`src/rtl/tlc_pkg.sv`:
```
// rtl/tlc_pkg.sv - shared lights encodings, phase/fault codes and monitor state type
package tlc_pkg;

    localparam logic [2:0] LT_RED    = 3'b100;
    localparam logic [2:0] LT_YELLOW = 3'b010;
    localparam logic [2:0] LT_GREEN  = 3'b001;

    typedef enum logic [1:0] {
        PH_NONE   = 2'd0,
        PH_RED    = 2'd1,
        PH_GREEN  = 2'd2,
        PH_YELLOW = 2'd3
    } phase_t;

    typedef enum logic [2:0] {
        FLT_NONE  = 3'd0,
        FLT_ENC   = 3'd1,
        FLT_TRANS = 3'd2,
        FLT_SHORT = 3'd3,
        FLT_LONG  = 3'd4
    } fault_t;

    typedef enum logic [1:0] {
        ST_SYNC   = 2'd0,
        ST_RED    = 2'd1,
        ST_GREEN  = 2'd2,
        ST_YELLOW = 2'd3
    } state_t;

    function automatic phase_t next_phase(input phase_t p);
        case (p)
            PH_RED:    return PH_GREEN;
            PH_GREEN:  return PH_YELLOW;
            PH_YELLOW: return PH_RED;
            default:   return PH_NONE;
        endcase
    endfunction

    function automatic phase_t state_phase(input state_t s);
        case (s)
            ST_RED:    return PH_RED;
            ST_GREEN:  return PH_GREEN;
            ST_YELLOW: return PH_YELLOW;
            default:   return PH_NONE;
        endcase
    endfunction

    function automatic state_t phase_state(input phase_t p);
        case (p)
            PH_RED:    return ST_RED;
            PH_GREEN:  return ST_GREEN;
            PH_YELLOW: return ST_YELLOW;
            default:   return ST_SYNC;
        endcase
    endfunction

endpackage

```
`src/rtl/tlc_phase_decode.sv`:
```
// rtl/tlc_phase_decode.sv - combinational one-hot lights to phase decode
module tlc_phase_decode
    import tlc_pkg::*;
(
    input  logic [2:0] lights,
    output logic       valid,
    output phase_t     phase
);

    always_comb begin
        valid = 1'b1;
        phase = PH_NONE;
        case (lights)
            LT_RED:    phase = PH_RED;
            LT_GREEN:  phase = PH_GREEN;
            LT_YELLOW: phase = PH_YELLOW;
            default:   valid = 1'b0;
        endcase
    end

endmodule

```
`src/rtl/traffic_light_monitor.sv`:
```
// rtl/traffic_light_monitor.sv - lights bus order/dwell checker with sticky fault and cycle counter
module traffic_light_monitor
    import tlc_pkg::*;
#(
    parameter int RED_CYCLES    = 6,
    parameter int GREEN_CYCLES  = 5,
    parameter int YELLOW_CYCLES = 3,
    parameter int DWELL_W       = 8,
    parameter int CYC_W         = 16
) (
    input  logic             clk,
    input  logic             reset,
    input  logic [2:0]       lights,
    input  logic             clear_err,
    output logic [1:0]       phase,
    output logic             locked,
    output logic             fault,
    output logic [2:0]       fault_code,
    output logic             cycle_done,
    output logic [CYC_W-1:0] cycle_count
);

    localparam logic [DWELL_W-1:0] DWELL_ONE = DWELL_W'(1);

    logic               dec_valid;
    phase_t             dec_phase;
    state_t             state, state_n;
    phase_t             prev, prev_n;
    logic [DWELL_W-1:0] dwell, dwell_n, dwell_exp;
    fault_t             flt;
    logic               done_n;

    tlc_phase_decode u_decode (
        .lights (lights),
        .valid  (dec_valid),
        .phase  (dec_phase)
    );

    always_comb begin
        case (state)
            ST_RED:    dwell_exp = DWELL_W'(RED_CYCLES);
            ST_GREEN:  dwell_exp = DWELL_W'(GREEN_CYCLES);
            ST_YELLOW: dwell_exp = DWELL_W'(YELLOW_CYCLES);
            default:   dwell_exp = '0;
        endcase
    end

    // Encoding is checked first so it dominates every tracking-state fault.
    always_comb begin
        flt     = FLT_NONE;
        state_n = state;
        prev_n  = prev;
        dwell_n = dwell;
        done_n  = 1'b0;
        if (!dec_valid) begin
            flt     = FLT_ENC;
            state_n = ST_SYNC;
            prev_n  = PH_NONE;
            dwell_n = '0;
        end else if (state == ST_SYNC) begin
            prev_n = dec_phase;
            if (prev == PH_RED && dec_phase == PH_GREEN) begin
                state_n = ST_GREEN;
                dwell_n = DWELL_ONE;
            end
        end else begin
            prev_n = dec_phase;
            if (dec_phase == state_phase(state)) begin
                if (dwell >= dwell_exp) begin
                    flt     = FLT_LONG;
                    state_n = ST_SYNC;
                    dwell_n = '0;
                end else if (dwell != '1) begin
                    dwell_n = dwell + DWELL_ONE;
                end
            end else if (dec_phase == next_phase(state_phase(state))) begin
                if (dwell < dwell_exp) begin
                    flt     = FLT_SHORT;
                    state_n = ST_SYNC;
                    dwell_n = '0;
                end else begin
                    state_n = phase_state(dec_phase);
                    dwell_n = DWELL_ONE;
                    done_n  = (state == ST_YELLOW);
                end
            end else begin
                flt     = FLT_TRANS;
                state_n = ST_SYNC;
                dwell_n = '0;
            end
        end
    end

    always_ff @(posedge clk or posedge reset) begin
        if (reset) begin
            state       <= ST_SYNC;
            prev        <= PH_NONE;
            dwell       <= '0;
            phase       <= 2'd0;
            locked      <= 1'b0;
            fault       <= 1'b0;
            fault_code  <= 3'd0;
            cycle_done  <= 1'b0;
            cycle_count <= '0;
        end else begin
            state      <= state_n;
            prev       <= prev_n;
            dwell      <= dwell_n;
            phase      <= dec_phase;
            locked     <= (state_n != ST_SYNC);
            cycle_done <= done_n;
            if (done_n) begin
                cycle_count <= cycle_count + 1'b1;
            end
            // A fresh fault beats a simultaneous clear, and the first fault's code is kept.
            if (flt != FLT_NONE) begin
                fault <= 1'b1;
                if (!fault || clear_err) begin
                    fault_code <= flt;
                end
            end else if (clear_err) begin
                fault      <= 1'b0;
                fault_code <= 3'd0;
            end
        end
    end

endmodule

```
`config.mk`:
```
export PLATFORM = sky130hd
export DESIGN_NAME = traffic_light_monitor
export DESIGN_NICKNAME = d
export VERILOG_FILES = /design/src/rtl/tlc_pkg.sv /design/src/rtl/tlc_phase_decode.sv /design/src/rtl/traffic_light_monitor.sv
export SDC_FILE = /design/constraint.sdc
export NUM_CORES = 1
export LEC_CHECK = 0
export CAP_MARGIN = 10
export CORE_ASPECT_RATIO = 1.75
export CORE_MARGIN = 2
export CORE_UTILIZATION = 51
export DETAILED_ROUTE_END_ITERATION = 7
export DONT_BUFFER_PORTS = 1
export GPL_TIMING_DRIVEN = 1
export PLACE_DENSITY_LB_ADDON = 0.15
export SLEW_MARGIN = 20
export SYNTH_ARGS = -nofsm -noshare
export SYNTH_HDL_FRONTEND = slang
export SYNTH_SLANG_ARGS = --single-unit
```
`constraint.sdc`:
```
create_clock -name clk -period 3.45 [get_ports clk]
set_input_delay 0.69 -clock clk [delete_from_list [all_inputs] [get_ports clk]]
set_output_delay 0.69 -clock clk [all_outputs]
set_load 0.005 [all_outputs]
```
Yosys cells after proc, flatten, opt, wreduce, memory -nomap -nowiden
Index checks and enable logic that the tools add are counted.
{"block": "totals", "regBits": 36, "latch_bits": 0, "mem_bits_rw": 0, "mem_bits_ro": 0, "n_memories": 0}
{"block": "classes", "addsub": 2, "n_mul": 0, "div": 0, "order_cmp": 2, "n_eq_ne": 19, "shift": 0, "n_mux": 46, "bitwise_logic": 0, "n_reduce_logical": 10}
{"operator": "$mux W8", "n": 7}
{"operator": "$mux W2", "n": 17}
{"operator": "$mux W3", "n": 8}
{"operator": "$pmux W2 S3", "n": 4}
{"operator": "$add A16 B1 Y16 const B", "n": 1}
{"operator": "$eq A2 B2 Y1 const B", "n": 6}
{"operator": "$mux W1", "n": 9}
{"operator": "$pmux W3 S3", "n": 1}
{"operator": "$add A8 B1 Y8 const B", "n": 1}
{"operator": "$eq A2 B1 Y1 const B", "n": 4}
{"operator": "$ge A8 B8 Y1", "n": 1}
{"operator": "$lt A8 B8 Y1", "n": 1}
{"operator": "$ne A8 B8 Y1 const B", "n": 1}
{"operator": "$ne A5 B3 Y1 const B", "n": 1}
{"operator": "$eq A2 B2 Y1", "n": 2}
{"operator": "$reduce_and A2 Y1", "n": 2}
{"operator": "$reduce_bool A2 Y1", "n": 2}
{"operator": "$eq A3 B1 Y1 const B", "n": 1}
{"operator": "$eq A3 B2 Y1 const B", "n": 1}
{"operator": "$eq A3 B3 Y1 const B", "n": 1}
{"operator": "$ne A3 B2 Y1 const B", "n": 1}
{"operator": "$reduce_bool A3 Y1", "n": 1}
{"operator": "$reduce_or A3 Y1", "n": 1}
{"operator": "$logic_not A2 Y1", "n": 1}
{"operator": "other kinds (4)", "n": 4}

Depth between registers and ports, before layout
{"block": "depth", "word_depth": 21, "ltp_mapped": 10}

Cells and area by module
From an unflattened synthesis, not the netlist that was laid out.
{"block": "hier_totals", "cells_unflattened": 201, "hier_area_um2": 2006.9}
{"module": "traffic_light_monitor", "instances": 1, "cells_each": 195, "area_each_um2": 1970.6, "seq_area_each_um2": 900.9}
{"module": "tlc_phase_decode", "instances": 1, "cells_each": 6, "area_each_um2": 36.3, "seq_area_each_um2": 0.0}

Worst setup path after synthesis
OpenSTA, ideal clock, no wires.
{"block": "synth_path", "path_type": "register to register", "start": "reg state[1]", "end": "reg fault_code[0]", "setup_time_ns": 0.125, "arrival_ns": 2.501, "required_ns": 3.325, "slack_ns": 0.823, "stages_incl_launch_ff": 10, "n_path_buf": 0, "path_cell_list": "dfrtp_1 > ha_1 > o21bai_1 > ha_1 > nor2b_1 > o21ai_0 > and4_1 > a21oi_1 > o41a_4 > mux2_4"}
{"block": "synth_via", "elab_chain_cells": 18, "elab_cells_between_ends": 34}
{"element": "start: declaration", "line": "traffic_light_monitor.sv:27", "source": "state_t state, state_n;"}
{"element": "start signal: assignment", "line": "traffic_light_monitor.sv:106", "source": "state <= state_n;"}
{"element": "$eq A2 B2 Y1 / $eq A2 B1 Y1 (equally long branches)", "line": "tlc_pkg.sv:40, traffic_light_monitor.sv:40"}
{"element": "$pmux W2 S3", "line": "tlc_pkg.sv:40", "source": "case (s)"}
{"element": "$mux W2", "line": "traffic_light_monitor.sv:68", "source": "if (dec_phase == state_phase(state)) begin"}
{"element": "$mux W2", "line": "traffic_light_monitor.sv:60", "source": "end else if (state == ST_SYNC) begin"}
{"element": "$mux W2", "line": "traffic_light_monitor.sv:55", "source": "if (!dec_valid) begin"}
{"element": "$eq A2 B2 Y1 / $eq A2 B1 Y1 (equally long branches)", "line": "tlc_pkg.sv:31", "source": "case (p)"}
{"element": "$pmux W2 S3", "line": "tlc_pkg.sv:31"}
{"element": "$mux W2", "line": "traffic_light_monitor.sv:68"}
{"element": "(+2 left out)"}
{"element": "$eq A2 B2 Y1", "line": "traffic_light_monitor.sv:76", "source": "end else if (dec_phase == next_phase(state_phase(state))) begin"}
{"element": "$mux W3", "line": "traffic_light_monitor.sv:76"}
{"element": "$mux W3", "line": "traffic_light_monitor.sv:68"}
{"element": "$mux W3 (*)", "line": "traffic_light_monitor.sv:60"}
{"element": "$mux W3 (*)", "line": "traffic_light_monitor.sv:55"}
{"element": "$reduce_bool A3 Y1", "line": "traffic_light_monitor.sv:116", "source": "if (flt != FLT_NONE) begin"}
{"element": "$ne A2 B1 Y1 (no source line) / $reduce_bool A2 Y1 (equally long branches)"}
{"element": "$reduce_and A2 Y1 (no source line)"}
{"element": "end signal: assignment", "line": "traffic_light_monitor.sv:119", "source": "fault_code <= flt;"}
{"element": "end: declaration", "line": "traffic_light_monitor.sv:18", "source": "output logic [2:0] fault_code,"}
Every way passes the cells marked *; elsewhere a longest branch is shown, timed or not. The select of a mux whose other input is x is not followed.
A chain may end at the register's enable or synchronous reset.

Worst setup path after layout
Same ends and word-level chain as after synthesis.

==> impl_metrics.yaml <==
layout:
  drive_gt1_share_pct: 9.31
  antennaDiodeCount: 0
  nFillCells: 364
  nets: 218
  final_util_pct: 55.6
  area_growth_pct: 5.27
drt:
  wl_per_cell_um: 17.3
  drc: 0
  vias: 1523
  wl_um: 4350
  dr.first_iter.drc_count: 41
  drt_pre_antenna_iters: 4
  final_antenna_net_count: 0
  drt-vias-per-instance: 6.04
timing:
  clock_skew_ps: 6.58
  fmax_mhz: 314
  worst_slack_ps: 264
  min_period_ps: 3190
  hold_viol: 0
  maxSlewViolCount: 0
  fin_crit_sh_pct: 92.3
  rsz0062_at_grt: "no"
  setup_violations: 0
  tns_ps: 0
  hold_slack_ps: 381
  tightest_slew_ps: 610
  relSlewSlack_pct: 59.1
grt:
  grt.total_usage_pct: 21.5
  antenna_found_initial: 0
  grt_pass1_vias: 1617
  overflow: 0
  grt_pass1_wl_um: 7430
  grt_max_degree: 36
setup_path:
  crit_fanout: 11
  crit_type: "reg2reg"
  startpoint: "state[1]"
  reg2reg_setup_slack_ps: 260
  cp-start-kind: "flop"
  required_ps: 3620
  reg2reg_from: "state[1]"
  cp-end-kind: "flop"
  crit_end: "fault_code[0]"
  r2r_end: "fault_code[0]"
  arrival_ps: 3350
  ff2ff_path_depth: 10
pwr:
  irDropWorstVdd_mv: 0.306
  leakage_nw: 0.994
  finalPower_mw: 0.786
  power_density_nw_per_um2: 366
place:
  port_buffers: 0
  place_worst_setup_slack_ps: 332
  dp_hpwl_um: 3360
  gp_congestion: 0.875
synth:
  syn-num-nets: 216
  ys_seq_elements: 35
  synthFlopType: "dfrtp_1"
  synth_compound_area_share_pct: 16.2
  ys_types: 51
  synth-simple-area-share_pct: 19.4
  yosysSeqAreaShare_pct: 42.9
  synth_edf_count: 0
  ys_warn_count: 0
  synth_area_um2: 2040
  synthXorXnorAreaFrac_pct: 9.38
  async_flop_share_pct: 100
  postSynthCellCount: 201
  avgSynthCellArea_um2: 10.2
  yosys.area_share.adder_pct: 5.52
  synth_top_family_by_area: "simple AND/OR/NAND/NOR gates"
  synth.area.mux_share_pct: 1.78
floorplanning:
  coreArea_um2: 3870
  ios: 30
  die_area_um2: 4540
  rows: 30
  initial_core_util_pct: 52.8
  dieWidth_um: 51.8
  die_y_um: 87.7
status:
  status: "completed"
clock_tree:
  cts_resized: 0
  root_buffer: "clkbuf_8"
  clock_latency_ps: 290
  post_cts_buffers: 0
  cts_buffers: 5
  holdBufCountCts: 0
  clkSinkCount: 35
  cts_max_path_buffers: 2
  cts_tree: "done"
  htreeDepth: 2
  clkTransAtPathRegs_ps: 70
run:
  max-cap-violations: 0
hold_path:
  min_path_type: "in2async"
==> layout make-up <==
type                            instances  area [um2]  area share (%)
Clock buffer                            6        72.6            3.38
Tap cell                               48        60.1            2.80
Sequential cell                        35         876            40.8
Clock inverter                          2        12.5           0.582
Multi-Input combinational cell        146        1070            49.7
Timing Repair Buffer                    1        7.51           0.349
Inverter                               14        52.6            2.45
==> cell families (layout without fill, tap and decap cells) <==
kind of cell / after synthesis / in the layout
simple gates: 72 / 72
compound gates: 41 / 41
flops: 35 / 35
xor+xnor: 21 / 21
buf+inv: 20 / 23
fa+ha+maj: 9 / 9
mux: 3 / 3
==> synthesized netlist by cell type (2+ instances only) <==
cell	count	area share, %
buf_2	3	0.74
a31oi_1	2	0.61
buf_6	2	1.1
xor2_1	5	2.1
nor4b_1	2	0.86
a211o_1	2	0.86
a21o_1	2	0.74
a211oi_2	2	1.2
nor2b_1	4	1.2
o2111ai_1	3	1.3
nand2_1	10	1.8
nand3_1	10	2.5
and2_1	4	1.2
o2111a_1	2	1.1
nand4_1	5	1.5
inv_1	14	2.6
a21oi_1	5	1.2
nor2_1	16	2.9
nor3_1	5	1.2
xnor2_1	15	6.4
dfrtp_1	35	43
and4_1	2	0.86
o21bai_1	2	0.74
nand2b_1	2	0.61
a41oi_1	3	1.3
o21ai_0	6	1.5
ha_1	9	5.5
and3_1	6	1.8
==> worst min path at each step <==
| stage | slack [ps] | endpoint | cells after the start | startpoint |
|---|---|---|---|---|
| after floorplan | 460 | cycle_count[15] | 1 | cycle_count[15] |
| after global placement | 490 | cycle_count[15] | 1 | cycle_count[15] |
| after detailed placement | 500 | cycle_count[11] | 1 | cycle_count[11] |
| after CTS | 390 | fault_code[1] | 2 | reset |
| after global routing | 420 | cycle_count[7] | 2 | reset |
| final | 380 | cycle_count[5] | 2 | reset |
==> critical path: stages (launching register included) <==
cell      delay (ps)
dfrtp_1          460
inv_1            140
ha_1             380
o21bai_1         210
ha_1             280
nor2b_1          140
o21ai_0          240
nand4_1          320
nor3b_4          390
o41a_4           200
mux2_4           290
==> where the power goes <==
group	switching, mW	total (mW)	leakage, nW	internal [mW]
sequential	0.00761	0.426	0.472	0.418
clock	0.147	0.288	0.0412	0.141
combinational	0.0449	0.0724	0.481	0.0275
total	0.199	0.786	0.994	0.587
==> flip-flops by register name, summed over array words and instances (netlist names) <==
name and flops:
cycle_count 16, dwell 8, fault_code 3, phase 2
state 2, cycle_done 1, fault 1, locked 1
prev 1
==> stage by stage <==
stage	area (um2)	instances
5_1_grt	2150	252
6_report	2150	252
4_1_cts	2150	252
2_1_floorplan	2040	201
3_3_place_gp	2060	244
3_5_place_dp	2060	244
==> layer usage <==
metal / global-route usage [%] / vias up / part of all wire (%)
li1: - / 722 / -
met1: 24.3 / 734 / 38
met2: 36.8 / 55 / 53
met3: 5.29 / 12 / 5.9
met4: 11.2 / 0 / 3.6
met5: 0 / - / 0
==> placed cells by master (no fill, tap or decap), types with 3 or more instances in the layout <==
cell	netlist	layout
a21oi_1	5	5
xor2_1	5	5
inv_1	14	14
o2111ai_1	3	3
nor2_1	16	16
o21ai_0	6	6
xnor2_1	15	15
a41oi_1	3	3
nand2_1	10	10
and2_1	4	4
clkbuf_8	0	5
nor2b_1	4	4
nand4_1	5	5
dfrtp_1	35	35
nor3_1	5	5
ha_1	9	9
nand3_1	10	10
and3_1	6	6
Power figures use the tool's default switching activity.
==> RTL change 1, RTL diff (same settings) <==
`CYC_W`: 16 -> 24.
--- a/src/rtl/traffic_light_monitor.sv
+++ b/src/rtl/traffic_light_monitor.sv
@@ -6,7 +6,7 @@
     parameter int GREEN_CYCLES  = 5,
     parameter int YELLOW_CYCLES = 3,
     parameter int DWELL_W       = 8,
-    parameter int CYC_W         = 16
+    parameter int CYC_W         = 24
 ) (
     input  logic             clk,
     input  logic             reset,
Ports: changed (resized cycle_count); port bits go from 30 to 38. The function was not compared with the original's and may differ.
==> RTL change 1 against the original RTL <==
- die area rose by 21%
- routed wire length rose by 21%
- sequential cell count rose by 8
- final area rose by 22%
- setup slack improved by 0.031 ns
- critical path depth did not move
- total power rose by 25%
- largest cell class unchanged
- synthesized area rose by 23%
==> RTL change 1: results (changes against the original RTL) <==
\begin{tabular}{lr}
\hline
Metric & Value \\
\hline
\multicolumn{2}{l}{\textbf{Pwr}} \\
Worst supply voltage drop on vdd & 0.000314 V (+2.8\%) \\
Static power due to leakage & 1.26 nW (+27\%) \\
\multicolumn{2}{l}{\textbf{Global routing}} \\
First-pass GRT wire length & 9.00 mm (+21\%) \\
All-layer global routing usage & 20.7\% (-0.85 points) \\
Maximum number of pins on one net before global-route repair & 44 (+22\%) \\
Number of global-route vias before repair & 1847 (+14\%) \\
\multicolumn{2}{l}{\textbf{Worst setup path}} \\
CP max FO & 10 (-1) \\
Worst reg-to-reg setup slack & 0.29 ns (+0.03 ns) \\
Launching instance or port of the critical path & state[0]\$\_DFF\_PP0\_ \\
Arrival @ worst endpoint & 3.34 ns (about the same) \\
\multicolumn{2}{l}{\textbf{Synth}} \\
Area contributors post-synth & dfrtp\_1, ha\_1, xnor2\_1, xor2\_1, nor2\_1 \\
List of most frequent post-synthesis cells & dfrtp\_1, nor2\_1, nand2\_1 \\
Number of distinct library cells after synthesis & 58 (+14\%) \\
Post-synthesis sequential area ratio & 43.0\% (+0.12 points) \\
Syn\_nets & 261 (+21\%) \\
\multicolumn{2}{l}{\textbf{Cells and area}} \\
Regs by FF count & cycle\_count (24), dwell (8), fault\_code (3) \\
Layout cell share with drive strength beyond 1 & 12.6\% (+3.2 points) \\
\multicolumn{2}{l}{\textbf{Placed design}} \\
Dpl cells & 292 (+20\%) \\
Placed instance area & 2510 sq um (+22\%) \\
DPL Wire Length & 3.98 mm (+18\%) \\
\multicolumn{2}{l}{\textbf{Status}} \\
Result of the run & finished clean \\
\multicolumn{2}{l}{\textbf{Detailed routing}} \\
Routed via count divided by cell count & 6.11 (+1.1\%) \\
Detailed Route Iter0 Violations & 55 (+34\%) \\
\multicolumn{2}{l}{\textbf{STA}} \\
Hold Worst Slack & 0.394 ns (+0.0127 ns) \\
Rel. slew slack & 60.4\% (+1.3 points) \\
\hline
\end{tabular}
==> RTL change 1: final cells by class <==
type / instances / area, sq um
Tap cell: 52 / 65.1
Sequential cell: 43 / 1080
Clock buffer: 5 / 68.8
Inverter: 15 / 56.3
Fill cell: 449 / 2090
Multi-Input combinational cell: 180 / 1300
Clock inverter: 2 / 37.5
Timing Repair Buffer: 2 / 15.0
==> RTL change 1: final timing paths <==
path,to
max,fault_code[1]$_DFFE_PP0P_
min,cycle_count[18]$_DFFE_PP0P_
max reg2reg,fault_code[1]$_DFFE_PP0P_
min reg2reg,cycle_count[10]$_DFFE_PP0P_
max in group asynchronous,cycle_count[2]$_DFFE_PP0P_
min in group clk,prev[0]$_DFF_PP0_
==> RTL change 1: logic make-up (layout without fill, tap and decap cells) <==
kind of cell / Yosys count / after routing / synth area share, %
buf+inv: 23 / 24 / 4.85
simple gates: 98 / 98 / 22.8
flops: 43 / 43 / 43.0
fa+ha+maj: 9 / 9 / 4.50
compound gates: 44 / 44 / 13.3
mux: 1 / 1 / 0.450
xor+xnor: 28 / 28 / 11.0
==> RTL change 1: report_power, final <==
| part | internal [mW] | switching (mW) |
|---|---|---|
| registers | 0.511 | 0.00689 |
| clock network | 0.212 | 0.173 |
| logic | 0.0275 | 0.0520 |
| total | 0.750 | 0.232 |
==> RTL change 1: layer usage <==
layer / part of all wire, % / track usage, % / vias to the layer above
met1: 38 / 23.6 / 889
met3: 5.4 / 5.61 / 13
li1: - / - / 868
met5: 0 / 0 / -
met4: 2.7 / 8.23 / 0
met2: 54 / 35.6 / 57
==> RTL change 1: through the flow <==
step | setup WS, ns | util, %
after detailed placement | 0.324 | 53.4
after CTS | 0.324 | 55.7
final | 0.295 | 55.7
after global placement | 0.450 | 53.4
after global routing | 0.0451 | 55.7
after floorplan | 0.621 | -
==> RTL change 2, RTL diff (same settings) <==
Without the edit above. Re-encode `state_t` (4 states) as one-hot, 4 bits wide.
--- a/src/rtl/tlc_pkg.sv
+++ b/src/rtl/tlc_pkg.sv
@@ -20,11 +20,11 @@
         FLT_LONG  = 3'd4
     } fault_t;
 
-    typedef enum logic [1:0] {
-        ST_SYNC   = 2'd0,
-        ST_RED    = 2'd1,
-        ST_GREEN  = 2'd2,
-        ST_YELLOW = 2'd3
+    typedef enum logic [3:0] {
+        ST_SYNC   = 4'b0001,
+        ST_RED    = 4'b0010,
+        ST_GREEN  = 4'b0100,
+        ST_YELLOW = 4'b1000
     } state_t;
 
     function automatic phase_t next_phase(input phase_t p);
Behaviour: no difference found for any inputs over 10 cycles, from zero or initial values and one cycle with reset high; not proved beyond that.
==> RTL change 2 against the original RTL <==
- synthesized area rose by 2.9%
- largest cell class unchanged
- hold slack barely moved
- final area rose by 5.1%
- sequential cell count rose by 2
- setup slack improved by 0.10 ns
- routed wire length rose by 13%
- combinational power fell by 14%
- critical path depth fell by 2
- via count rose by 8.1%
- count of clock-buffer cells in the layout rose by 1
- critical path type unchanged
- first-iteration DRC count rose by 12%
- total power rose by 7.0%
==> RTL change 2: results (changes against the original RTL) <==
\begin{tabular}{lr}
\hline
Metric & Value \\
\hline
\multicolumn{2}{l}{\textbf{Global routing}} \\
First-pass GRT wire length & 8.00 mm (+7.7\%) \\
Maximum number of pins on one net before global-route repair & 20 (-44\%) \\
All-layer global routing usage & 23.5\% (+2.0 points) \\
Number of global-route vias before repair & 1749 (+8.2\%) \\
\multicolumn{2}{l}{\textbf{Status}} \\
Result of the run & finished clean \\
\multicolumn{2}{l}{\textbf{Pwr}} \\
Worst supply voltage drop on vdd & 0.000238 V (-22\%) \\
Sw Ratio & 23.4\% (-1.9 points) \\
Static power due to leakage & 1.01 nW (+1.2\%) \\
\multicolumn{2}{l}{\textbf{Synth}} \\
Parity-gate share of the synthesized area counting xor and xnor cells & 9.59\% (+0.21 points) \\
Syn\_nets & 222 (+2.8\%) \\
Area contributors post-synth & dfrtp\_1, xnor2\_1, xor2\_1, ha\_1, nor2\_1 \\
List of most frequent post-synthesis cells & dfrtp\_1, nor2\_1, xnor2\_1 \\
Flip-flop and latch count after synthesis & 37 (+5.7\%) \\
Number of distinct library cells after synthesis & 56 (+9.8\%) \\
Post-Synth Adder-Cell Area & 2.98\% (-2.5 points) \\
Portion of netlist area occupied by mux cells & 0.536\% (-1.2 points) \\
Post-Synthesis Cells & 211 (+5.0\%) \\
Share of the synthesized area in compound gates (AO/OA/AOI/OAI) & 18.4\% (+2.1 points) \\
Post-synthesis sequential area ratio & 44.2\% (+1.2 points) \\
\multicolumn{2}{l}{\textbf{Detailed routing}} \\
Detailed-route wire length & 4.93 mm (+13\%) \\
Routed vias & 1646 (+8.1\%) \\
Final routed wire length divided by cell count & 18.7 um (+8.3\%) \\
Detailed Route Iter0 Violations & 46 (+12\%) \\
\multicolumn{2}{l}{\textbf{STA}} \\
Rel. slew slack & 50.8\% (-8.3 points) \\
Setup Total Neg Slack & 0 ns (unchanged) \\
Fin Clk Skew & 0.00413 ns (-0.00245 ns) \\
\multicolumn{2}{l}{\textbf{Clocking}} \\
Setup bufs post-CTS & 0 (unchanged) \\
Number of buffers created by CTS & 5 (unchanged) \\
\multicolumn{2}{l}{\textbf{Cells and area}} \\
Layout Nets & 226 (+3.7\%) \\
Regs by FF count & cycle\_count (16), dwell (8), state (4) \\
Area growth from synthesis to layout & 7.51\% \\
Final-layout fill cell count & 339 (-6.9\%) \\
Layout cell share with drive strength beyond 1 & 9.72\% (+0.41 points) \\
\multicolumn{2}{l}{\textbf{Placed design}} \\
Worst slack, placed & 0.416 ns (+0.0834 ns) \\
Placed instance area & 2160 sq um (+4.5\%) \\
DPL Wire Length & 3.86 mm (+15\%) \\
Final Wtd Congestion & 0.892 (+1.9\%) \\
Dpl cells & 256 (+4.9\%) \\
\multicolumn{2}{l}{\textbf{Worst setup path}} \\
CP max FO & 10 (-1) \\
\hline
\end{tabular}
## RTL change 2: power groups by stage
stage               clock [mW]  combinational, mW  sequential (mW)
floorplan                    0             0.0508            0.453
global placement             0             0.0609            0.455
detailed placement           0             0.0618            0.456
CTS                      0.336             0.0620            0.447
global route             0.351             0.0691            0.448
finish                   0.331             0.0621            0.447
## RTL change 2: final timing paths
check,from,endpoint,slack [ns],cells past startpoint
min reg2reg,cycle_count[15]$_DFFE_PP0P_,cycle_count[15]$_DFFE_PP0P_,0.49,1
min,reset,state[2]$_DFF_PP0_,0.38,1
max in group asynchronous,reset,prev[0]$_DFF_PP0_,2.37,2
max reg2reg,state[3]$_DFF_PP0_,fault_code[2]$_DFFE_PP0P_,0.36,8
max,state[3]$_DFF_PP0_,fault_code[2]$_DFFE_PP0P_,0.36,8
min in group clk,lights[2],prev[1]$_DFF_PP0_,0.45,1
## RTL change 2: cell families after synthesis
group           count (synthesis)
simple gates                   74
compound gates                 52
flops                          37
xor+xnor                       23
buf+inv                        19
fa+ha+maj                       5
mux                             1
## RTL change 2: critical path, cell delays in order (launching register included)
cell and delay [ns]:
dfrtp_1 0.54, xor2_1 0.30, nand2_1 0.14, ha_1 0.31, nor2b_1 0.14, o21ai_0 0.46
a22oi_2 0.28, a2111oi_0 0.59, o21ai_0 0.19
## RTL change 2: cell type report
type	instances	share of cell area (%)
Inverter	11	1.83
Sequential cell	37	41.1
Clock inverter	1	0.222
Tap cell	48	2.66
Timing Repair Buffer	5	1.66
Clock buffer	7	4.27
Multi-Input combinational cell	155	48.3
## RTL change 2: metal layers
layer  routed length, um  global-route usage [%]  vias up
met1                1820                    22.7      799
met4                 214                    13.8        0
met2                2720                    44.2       41
li1                    -                       -      787
met3                 177                    4.56       19
met5                   0                       0        -
